<file path="src/rtl/nes_spi_slave.sv">
// SPI mode-0 slave: streams bytes into memory via an auto-incrementing write port and posts controller state.
// Define NES_SPI_RDBACK_EN to enable the STATUS (0x02) read-back command on spi_miso.
module nes_spi_slave #(
  parameter int SYNC_STAGES = 2,
  parameter int ADDR_W      = 16
) (
  input  logic              clk_clk,
  input  logic              reset_reset,
  input  logic              spi_sclk,
  input  logic              spi_ss_n,
  input  logic              spi_mosi,
  output logic              spi_miso,
  input  logic [7:0]        status_in,
  output logic [7:0]        ctrl_state,
  output logic              ctrl_valid,
  output logic              mem_we,
  output logic [ADDR_W-1:0] mem_addr,
  output logic [7:0]        mem_wdata,
  output logic [7:0]        err_count
);

`ifdef NES_SPI_RDBACK_EN
  localparam bit RDBACK_EN = 1'b1;
`else
  localparam bit RDBACK_EN = 1'b0;
`endif

  typedef enum logic [2:0] {
    ST_IDLE, ST_CMD, ST_CTRL_DATA, ST_ADDR_HI,
    ST_ADDR_LO, ST_MEM_DATA, ST_STAT, ST_DISCARD
  } state_e;

  // Synchronisers and edge-detect history
  logic [SYNC_STAGES-1:0] sclk_sync_q, sclk_sync_d;
  logic [SYNC_STAGES-1:0] ss_sync_q, ss_sync_d;
  logic [SYNC_STAGES-1:0] mosi_sync_q, mosi_sync_d;
  logic sclk_prev_q, sclk_prev_d;
  logic ss_prev_q, ss_prev_d;
  logic sclk_s, ss_s, mosi_s;
  logic sclk_rise, sclk_fall, ss_rise, ss_fall;

  // Bit-level stage
  logic       frame_q, frame_d;
  logic [2:0] bit_cnt_q, bit_cnt_d;
  logic [7:0] shift_q, shift_d;
  logic [7:0] rx_byte_q, rx_byte_d;
  logic       byte_done_q, byte_done_d;
  logic       fall_shift_q, fall_shift_d;
  logic       partial_q, partial_d;
  logic       ss_rise_q, ss_rise_d;
  logic       ss_fall_q, ss_fall_d;

  // Byte-level stage
  state_e            state_q, state_d;
  logic [7:0]        addr_hi_q, addr_hi_d;
  logic [7:0]        tx_q, tx_d;
  logic [7:0]        ctrl_state_q, ctrl_state_d;
  logic              ctrl_valid_q, ctrl_valid_d;
  logic              mem_we_q, mem_we_d;
  logic [ADDR_W-1:0] mem_addr_q, mem_addr_d;
  logic [7:0]        mem_wdata_q, mem_wdata_d;
  logic [7:0]        err_count_q, err_count_d;
  logic              err_inc;

  assign sclk_s    = sclk_sync_q[SYNC_STAGES-1];
  assign ss_s      = ss_sync_q[SYNC_STAGES-1];
  assign mosi_s    = mosi_sync_q[SYNC_STAGES-1];
  assign sclk_rise = sclk_s & ~sclk_prev_q;
  assign sclk_fall = ~sclk_s & sclk_prev_q;
  assign ss_rise   = ss_s & ~ss_prev_q;
  assign ss_fall   = ~ss_s & ss_prev_q;

  // The ss_n chain resets low, so a frame interrupted by reset is only
  // re-entered through a fresh high-then-low transition of ss_n.
  always_comb begin
    sclk_sync_d  = {sclk_sync_q[SYNC_STAGES-2:0], spi_sclk};
    ss_sync_d    = {ss_sync_q[SYNC_STAGES-2:0], spi_ss_n};
    mosi_sync_d  = {mosi_sync_q[SYNC_STAGES-2:0], spi_mosi};
    sclk_prev_d  = sclk_s;
    ss_prev_d    = ss_s;
    frame_d      = frame_q;
    bit_cnt_d    = bit_cnt_q;
    shift_d      = shift_q;
    rx_byte_d    = rx_byte_q;
    byte_done_d  = 1'b0;
    fall_shift_d = 1'b0;
    partial_d    = 1'b0;
    ss_rise_d    = ss_rise;
    ss_fall_d    = ss_fall;
    if (ss_fall) begin
      frame_d   = 1'b1;
      bit_cnt_d = 3'd0;
    end else if (frame_q && sclk_rise) begin
      shift_d   = {shift_q[6:0], mosi_s};
      bit_cnt_d = bit_cnt_q + 3'd1;
      if (bit_cnt_q == 3'd7) begin
        byte_done_d = 1'b1;
        rx_byte_d   = shift_d;
      end
    end
    // The fall after the 8th rise must not shift out the freshly loaded MSB.
    if (frame_q && sclk_fall && bit_cnt_q != 3'd0) fall_shift_d = 1'b1;
    if (ss_rise) begin
      frame_d   = 1'b0;
      partial_d = frame_q && (bit_cnt_d != 3'd0);
    end
  end

  always_comb begin
    state_d      = state_q;
    addr_hi_d    = addr_hi_q;
    tx_d         = tx_q;
    ctrl_state_d = ctrl_state_q;
    ctrl_valid_d = 1'b0;
    mem_we_d     = 1'b0;
    mem_addr_d   = mem_addr_q;
    mem_wdata_d  = mem_wdata_q;
    err_count_d  = err_count_q;
    err_inc      = partial_q;
    if (mem_we_q) mem_addr_d = mem_addr_q + ADDR_W'(1);
    if (RDBACK_EN && fall_shift_q) tx_d = {tx_q[6:0], 1'b0};
    if (byte_done_q) begin
      case (state_q)
        ST_CMD: begin
          case (rx_byte_q)
            8'h01: state_d = ST_CTRL_DATA;
            8'h03: state_d = ST_ADDR_HI;
            8'h02: begin
              if (RDBACK_EN) begin
                state_d = ST_STAT;
                tx_d    = status_in;
              end else begin
                state_d = ST_DISCARD;
                err_inc = 1'b1;
              end
            end
            default: begin
              state_d = ST_DISCARD;
              err_inc = 1'b1;
            end
          endcase
        end
        ST_CTRL_DATA: begin
          ctrl_state_d = rx_byte_q;
          ctrl_valid_d = 1'b1;
        end
        ST_ADDR_HI: begin
          addr_hi_d = rx_byte_q;
          state_d   = ST_ADDR_LO;
        end
        ST_ADDR_LO: begin
          mem_addr_d = ADDR_W'({addr_hi_q, rx_byte_q});
          state_d    = ST_MEM_DATA;
        end
        ST_MEM_DATA: begin
          mem_we_d    = 1'b1;
          mem_wdata_d = rx_byte_q;
        end
        ST_STAT: tx_d = status_in;
        default: ;
      endcase
    end
    if (err_inc && err_count_q != 8'hFF) err_count_d = err_count_q + 8'd1;
    if (ss_rise_q) state_d = ST_IDLE;
    if (ss_fall_q) state_d = ST_CMD;
  end

  always_ff @(posedge clk_clk) begin
    if (reset_reset) begin
      sclk_sync_q  <= '0;
      ss_sync_q    <= '0;
      mosi_sync_q  <= '0;
      sclk_prev_q  <= 1'b0;
      ss_prev_q    <= 1'b0;
      frame_q      <= 1'b0;
      bit_cnt_q    <= 3'd0;
      shift_q      <= 8'h00;
      rx_byte_q    <= 8'h00;
      byte_done_q  <= 1'b0;
      fall_shift_q <= 1'b0;
      partial_q    <= 1'b0;
      ss_rise_q    <= 1'b0;
      ss_fall_q    <= 1'b0;
      state_q      <= ST_IDLE;
      addr_hi_q    <= 8'h00;
      tx_q         <= 8'h00;
      ctrl_state_q <= 8'h00;
      ctrl_valid_q <= 1'b0;
      mem_we_q     <= 1'b0;
      mem_addr_q   <= '0;
      mem_wdata_q  <= 8'h00;
      err_count_q  <= 8'h00;
    end else begin
      sclk_sync_q  <= sclk_sync_d;
      ss_sync_q    <= ss_sync_d;
      mosi_sync_q  <= mosi_sync_d;
      sclk_prev_q  <= sclk_prev_d;
      ss_prev_q    <= ss_prev_d;
      frame_q      <= frame_d;
      bit_cnt_q    <= bit_cnt_d;
      shift_q      <= shift_d;
      rx_byte_q    <= rx_byte_d;
      byte_done_q  <= byte_done_d;
      fall_shift_q <= fall_shift_d;
      partial_q    <= partial_d;
      ss_rise_q    <= ss_rise_d;
      ss_fall_q    <= ss_fall_d;
      state_q      <= state_d;
      addr_hi_q    <= addr_hi_d;
      tx_q         <= tx_d;
      ctrl_state_q <= ctrl_state_d;
      ctrl_valid_q <= ctrl_valid_d;
      mem_we_q     <= mem_we_d;
      mem_addr_q   <= mem_addr_d;
      mem_wdata_q  <= mem_wdata_d;
      err_count_q  <= err_count_d;
    end
  end

  // mem_we and ctrl_valid are single-cycle strobes; there is no back-pressure.
  assign spi_miso   = RDBACK_EN && (state_q == ST_STAT) && !ss_s && tx_q[7];
  assign ctrl_state = ctrl_state_q;
  assign ctrl_valid = ctrl_valid_q;
  assign mem_we     = mem_we_q;
  assign mem_addr   = mem_addr_q;
  assign mem_wdata  = mem_wdata_q;
  assign err_count  = err_count_q;

endmodule

</file>
<file path="config.mk">
export PLATFORM = sky130hd
export DESIGN_NAME = nes_spi_slave
export DESIGN_NICKNAME = d
export VERILOG_FILES = /design/src/rtl/nes_spi_slave.sv
export SDC_FILE = /design/constraint.sdc
export NUM_CORES = 1
export LEC_CHECK = 0
export BUFFER_PORTS_ARGS = -buffer_cell sky130_fd_sc_hd__buf_4
export CORE_MARGIN = 3
export CORE_UTILIZATION = 50
export CTS_CLUSTER_SIZE = 10
export DETAILED_ROUTE_END_ITERATION = 10
export GPL_TIMING_DRIVEN = 0
export PLACE_DENSITY_LB_ADDON = 0.2
export SLEW_MARGIN = 10
export SYNTH_ARGS = -nofsm -noshare
export SYNTH_HDL_FRONTEND = slang
export SYNTH_SLANG_ARGS = --single-unit
</file>
<file path="constraint.sdc">
create_clock -name clk_clk -period 1.8 [get_ports clk_clk]
set_clock_uncertainty 0.1 [all_clocks]
set_input_delay 0.54 -clock clk_clk [delete_from_list [all_inputs] [get_ports clk_clk]]
set_output_delay 0.54 -clock clk_clk [all_outputs]
set_load 0.05 [all_outputs]
</file>
Word level (Yosys, flattened, before mapping)

Index checks and enable logic that the tools add are counted.

Output and inout port bits: 43
Flip-flop bits (word level): 84
Logic and storage cells: 80
Input port bits: 13

Reductions and logical operators: 20
Eq/ne operators: 9
Add/subtract/negate cells: 3
Bitwise gates (word level): 10
Mux-type cells: 16

Operators with widths:

| kind                  | number |
|---|---|
| $mux 16               | 3 |
| $add 16x1->16 const B | 1 |
| $reduce_and 2->1      | 6 |
| $eq 3x3->1 const B    | 3 |
| $mux 1                | 9 |
| $pmux 3 s3            | 1 |
| $reduce_bool 3->1     | 3 |
| $add 8x1->8 const B   | 1 |
| $eq 8x1->1 const B    | 1 |
| $eq 8x2->1 const B    | 1 |
| $ne 8x8->1 const B    | 1 |
| $reduce_or 2->1       | 4 |
| $not 1->1             | 7 |
| $eq 3x2->1 const B    | 2 |
| $mux 3                | 2 |
| $pmux 3 s2            | 1 |
| $reduce_or 3->1       | 2 |
| $reduce_bool 5->1     | 1 |
| $add 3x1->3 const B   | 1 |
| $and 1x1->1           | 3 |
| $eq 3x1->1 const B    | 1 |
| $logic_and 1x1->1     | 3 |
| $reduce_and 3->1      | 1 |

Depth between registers and ports, before layout

Depth in word-level cells: 7
Depth in mapped cells: 7
Depth with buffers taken out: 5

Least setup slack after synthesis

Ideal clock, no wire load.

Kind: register to register
Start: register mem_we_q, in the netlist mem_we
End: register mem_addr_q[15], in the netlist mem_addr[15]
Path buffers: 1
Library setup time: 0.091 ns
Arrival: 2.069 ns
Data required time: 1.609 ns
Period minus slack after synthesis: 2.260 ns
Setup slack: -0.460 ns
Stages on the path, launching flop included: 6
Cells stage by stage: dfxtp_1 buf_4 nand4_4 or4_4 or3_1 a311oi_1

Word-level cells in the longest chain between the ends: 3

RTL lines:

| element                | RTL line | text |
|---|---|---|
| start, declared        | 59       | `logic mem_we_q, mem_we_d;` |
| start signal, assigned | 213      | `mem_we_q <= mem_we_d;` |
| $mux 16 (*)            | 120      | `if (mem_we_q) mem_addr_d = mem_addr_q + ADDR_W'(1);` |
| $mux 16                | 123      | `case (state_q)` |
| $mux 16 (*)            | 122      | `if (byte_done_q) begin` |
| end signal, assigned   | 214      | `mem_addr_q <= mem_addr_d;` |
| end, declared          | 60       | `logic [ADDR_W-1:0] mem_addr_q, mem_addr_d;` |

Every way passes the cells marked *; elsewhere a longest branch is shown, timed or not.
A chain may end at the register's enable or synchronous reset.

Worst setup path in the final report

Start: register mem_addr_q[0], in the netlist mem_addr[0]
End: register mem_addr_q[12], in the netlist mem_addr[12]

Word-level cells in the longest chain between the ends: 4

RTL lines:

| element           | RTL line |
|---|---|
| $add 16x1->16 (*) | 120 |
| $mux 16 (*)       | 120 |
| $mux 16           | 123 |
| $mux 16 (*)       | 122 |

Marks and branches as above.

==> flow_summary.json <==
{
  "status": "finished clean",
  "drc": 0,
  "layout_setup_ws_ns": 0.01301,
  "num_vias": 2963,
  "finalPower_uw": 3340,
  "synthArstFlopShare_pct": 0,
  "clk_pin_slew_ns": 0.08,
  "syn_nets": 409,
  "via_per_inst": 5.487,
  "tritoncts": "yes",
  "min_from": "spi_mosi",
  "r2r-start": "mem_addr[0]",
  "yosysSeqAreaShare_pct": 49.47,
  "holdPathStages": 2,
  "min_path_type": "input pin to flip-flop",
  "grt_pass1_wl_um": 13120,
  "die_w_um": 88.46,
  "ys_warn_count": 0,
  "worst_slew_pin_slew_ns": 0.6328,
  "finalCritPeriodShare_pct": 99.28,
  "reg2regPathDepth": 6,
  "io_pins": 56,
  "area_growth_pct": 25.51,
  "nets": 475,
  "antenna_left": 0,
  "fin_crit_ns": 1.787,
  "clock_sinks": 84,
  "track_usage_pct": 21.70,
  "worst-path-max-fanout": 5,
  "die-area_mm2": 0.007824,
  "ys_ff_latch": 84,
  "finalCoreUtilization_pct": 66.06,
  "h-tree-depth": 3,
  "wl_um": 8113,
  "cts_root_buf": "clkbuf_8",
  "setup_viol": 0,
  "clk-insertion-delay-late_ns": 0.35,
  "netlist_area_mm2": 0.003400,
  "syn_inst": 392,
  "hold_path_end": "mosi_sync_q[0]",
  "worstPathRequired_ns": 1.94,
  "wl_per_cell_um": 15.02,
  "endpoint_kind": "flip-flop",
  "grt_max_degree": 14,
  "synth.distinct_cells": 44,
  "power_density_mw_per_mm2": 782.8,
  "drt_first_pass_iters": 4,
  "postCtsHoldBufs": 0,
  "grt_pass1_vias": 2793,
  "clock_path_buffers": 2,
  "max_slew_margin_pct": 57.72,
  "hold_viol": 0,
  "yosysTopAreaCell": "dfxtp_1",
  "avgSynthCellArea_um2": 8.672,
  "finalMaxSlewViolations": 0,
  "synthTopCellsByArea": "dfxtp_1 (49%), nand2_1 (7.1%), a21oi_1 (5.4%), nor2_1 (4.0%), a211oi_1 (3.3%)",
  "numPortBuffers": 46,
  "drive_above_1_share_pct": 25.70,
  "critPathKind": "flip-flop to flip-flop",
  "antenna_found_initial": 0,
  "fmax_mhz": 559.6,
  "place.gp.congestion": 0.8327,
  "initial_utilization_pct": 52.63,
  "synth_ff_type": "dfxtp_1",
  "worstPathArrival_ns": 1.93,
  "dpl.hpwl_um": 5301,
  "reg2reg_slack_ns": 0.01,
  "num_antenna_cells": 0,
  "nFillCells": 564,
  "rsz0062_at_grt": "true",
  "place_ws_ns": -0.2138,
  "die_y_um": 88.46,
  "synth-edff-count": 0,
  "coreArea_mm2": 0.006459,
  "drt_iter0_markers": 222,
  "tns_ns": 0,
  "p_leak_uw": 0.001626,
  "maxCapViolCount": 0,
  "startpoint_type": "flip-flop",
  "cts_buffers": 9,
  "overflow": 0,
  "synth.top_cell.area_share_pct": 49.47,
  "ir_drop_uv": 620.6,
  "placementRows": 29,
  "worstReg2RegEnd": "mem_addr[12]",
  "holdWs_ns": 0.2970
}
## critical path, cell delays in order (launching register included)
cell	delay, ns
dfxtp_4	0.37
buf_4	0.12
ha_1	0.19
nand3_1	0.21
nor4_1	0.29
xnor2_1	0.12
a211oi_1	0.29
## flip-flops by register name, indices dropped and copies added, names as in the netlist, 3 cells and up
name        count
mem_addr       16
addr_hi_q       8
ctrl_state      8
err_count       8
mem_wdata       8
rx_byte_q       8
shift_q         7
bit_cnt_q       3
state_q         3
## cell usage in the layout, fill, tap and decap left out, types with 10 or more instances in the layout
cell type and instances:
nand2_1 64, nor2b_1 14, dfxtp_2 18, clkbuf_8 10
clkbuf_1 13, dfxtp_1 59, buf_4 60, nor2_1 34
xnor2_1 10, mux2i_1 11, a21oi_1 37, a211oi_1 15
nand3_1 18, nor3_1 11
## synth_stat cells, drive strengths merged, types with 2 or more instances
library cell,instances
a211oi,15
ha,4
nand2,64
and3,4
nor3,12
nor4,6
inv,7
o31ai,3
nand2b,3
mux2i,11
nand3b,2
mux2,2
a21oi,37
nor2b,14
xnor2,10
buf,5
dfxtp,84
o21ai,4
nor2,36
xor2,5
nand3,19
o21a,2
nand4,5
or3,4
clkbuf,18
or4,3
## cell families (layout without fill, tap and decap cells)
| family | after synthesis | after routing | share of synthesized area (%) |
|---|---|---|---|
| compound gates | 70 | 70 | 12.66 |
| flops | 84 | 84 | 49.47 |
| other cells | 1 | 1 | 0.1103 |
| buf+inv | 30 | 100 | 3.607 |
| xor+xnor | 15 | 15 | 3.864 |
| mux | 13 | 13 | 3.901 |
| fa+ha+maj | 4 | 4 | 1.472 |
| simple gates | 175 | 176 | 24.92 |
## area by class of cell
cell class                      instances  area (um2)  area share (%)
Buffer                                 20       95.09           2.229
Multi-Input combinational cell        279        1678           39.33
Timing Repair Buffer                   57       427.9           10.03
Inverter                                7       26.28          0.6158
Clock buffer                           13       170.2           3.988
Sequential cell                        84        1730           40.56
Clock inverter                          3       42.54          0.9971
Tap cell                               77       96.34           2.258
## worst max-delay path by stage
stage | start | endpoint | slack [ns] | cells after the start
2_1_floorplan | mem_we | mem_addr[15] | -0.16 | 5
3_3_place_gp | state_q[2] | err_count[7] | -0.20 | 6
3_5_place_dp | state_q[2] | err_count[7] | -0.21 | 6
4_1_cts | state_q[0] | err_count[7] | -0.04 | 6
5_1_grt | mem_addr[0] | mem_addr[12] | -0.11 | 6
6_report | mem_addr[0] | mem_addr[12] | 0.01 | 6
## layer usage
metal,GRT usage [%],wire length (um),vias up
li1,-,-,1477
met1,26.36,3648,1399
met2,37.12,3920,76
met3,5.028,399,11
met4,8.654,144,0
met5,0,0,-
## timing repair
| item | in CTS | in global routing |
|---|---|---|
| buffers inserted | 9 | 2 |
| pin swaps | 6 | 7 |
| resized for setup | 14 | 27 |
| endpoints found under the setup margin | 18 | 31 |
| cloned | 0 | 1 |
## through the flow
step,area (um2),cells
3_3_place_gp,3871,515
2_1_floorplan,3430,392
4_1_cts,4184,537
5_1_grt,4267,540
6_report,4267,540
3_5_place_dp,3871,515
## where the power goes
group / internal [uW] / switching (uW) / total (uW)
clock: 763 / 648 / 1410
sequential: 1850 / 3.84 / 1860
combinational: 21.1 / 49.3 / 70.4
total: 2640 / 701 / 3340
No activity file was read; power rests on OpenSTA's default activity.
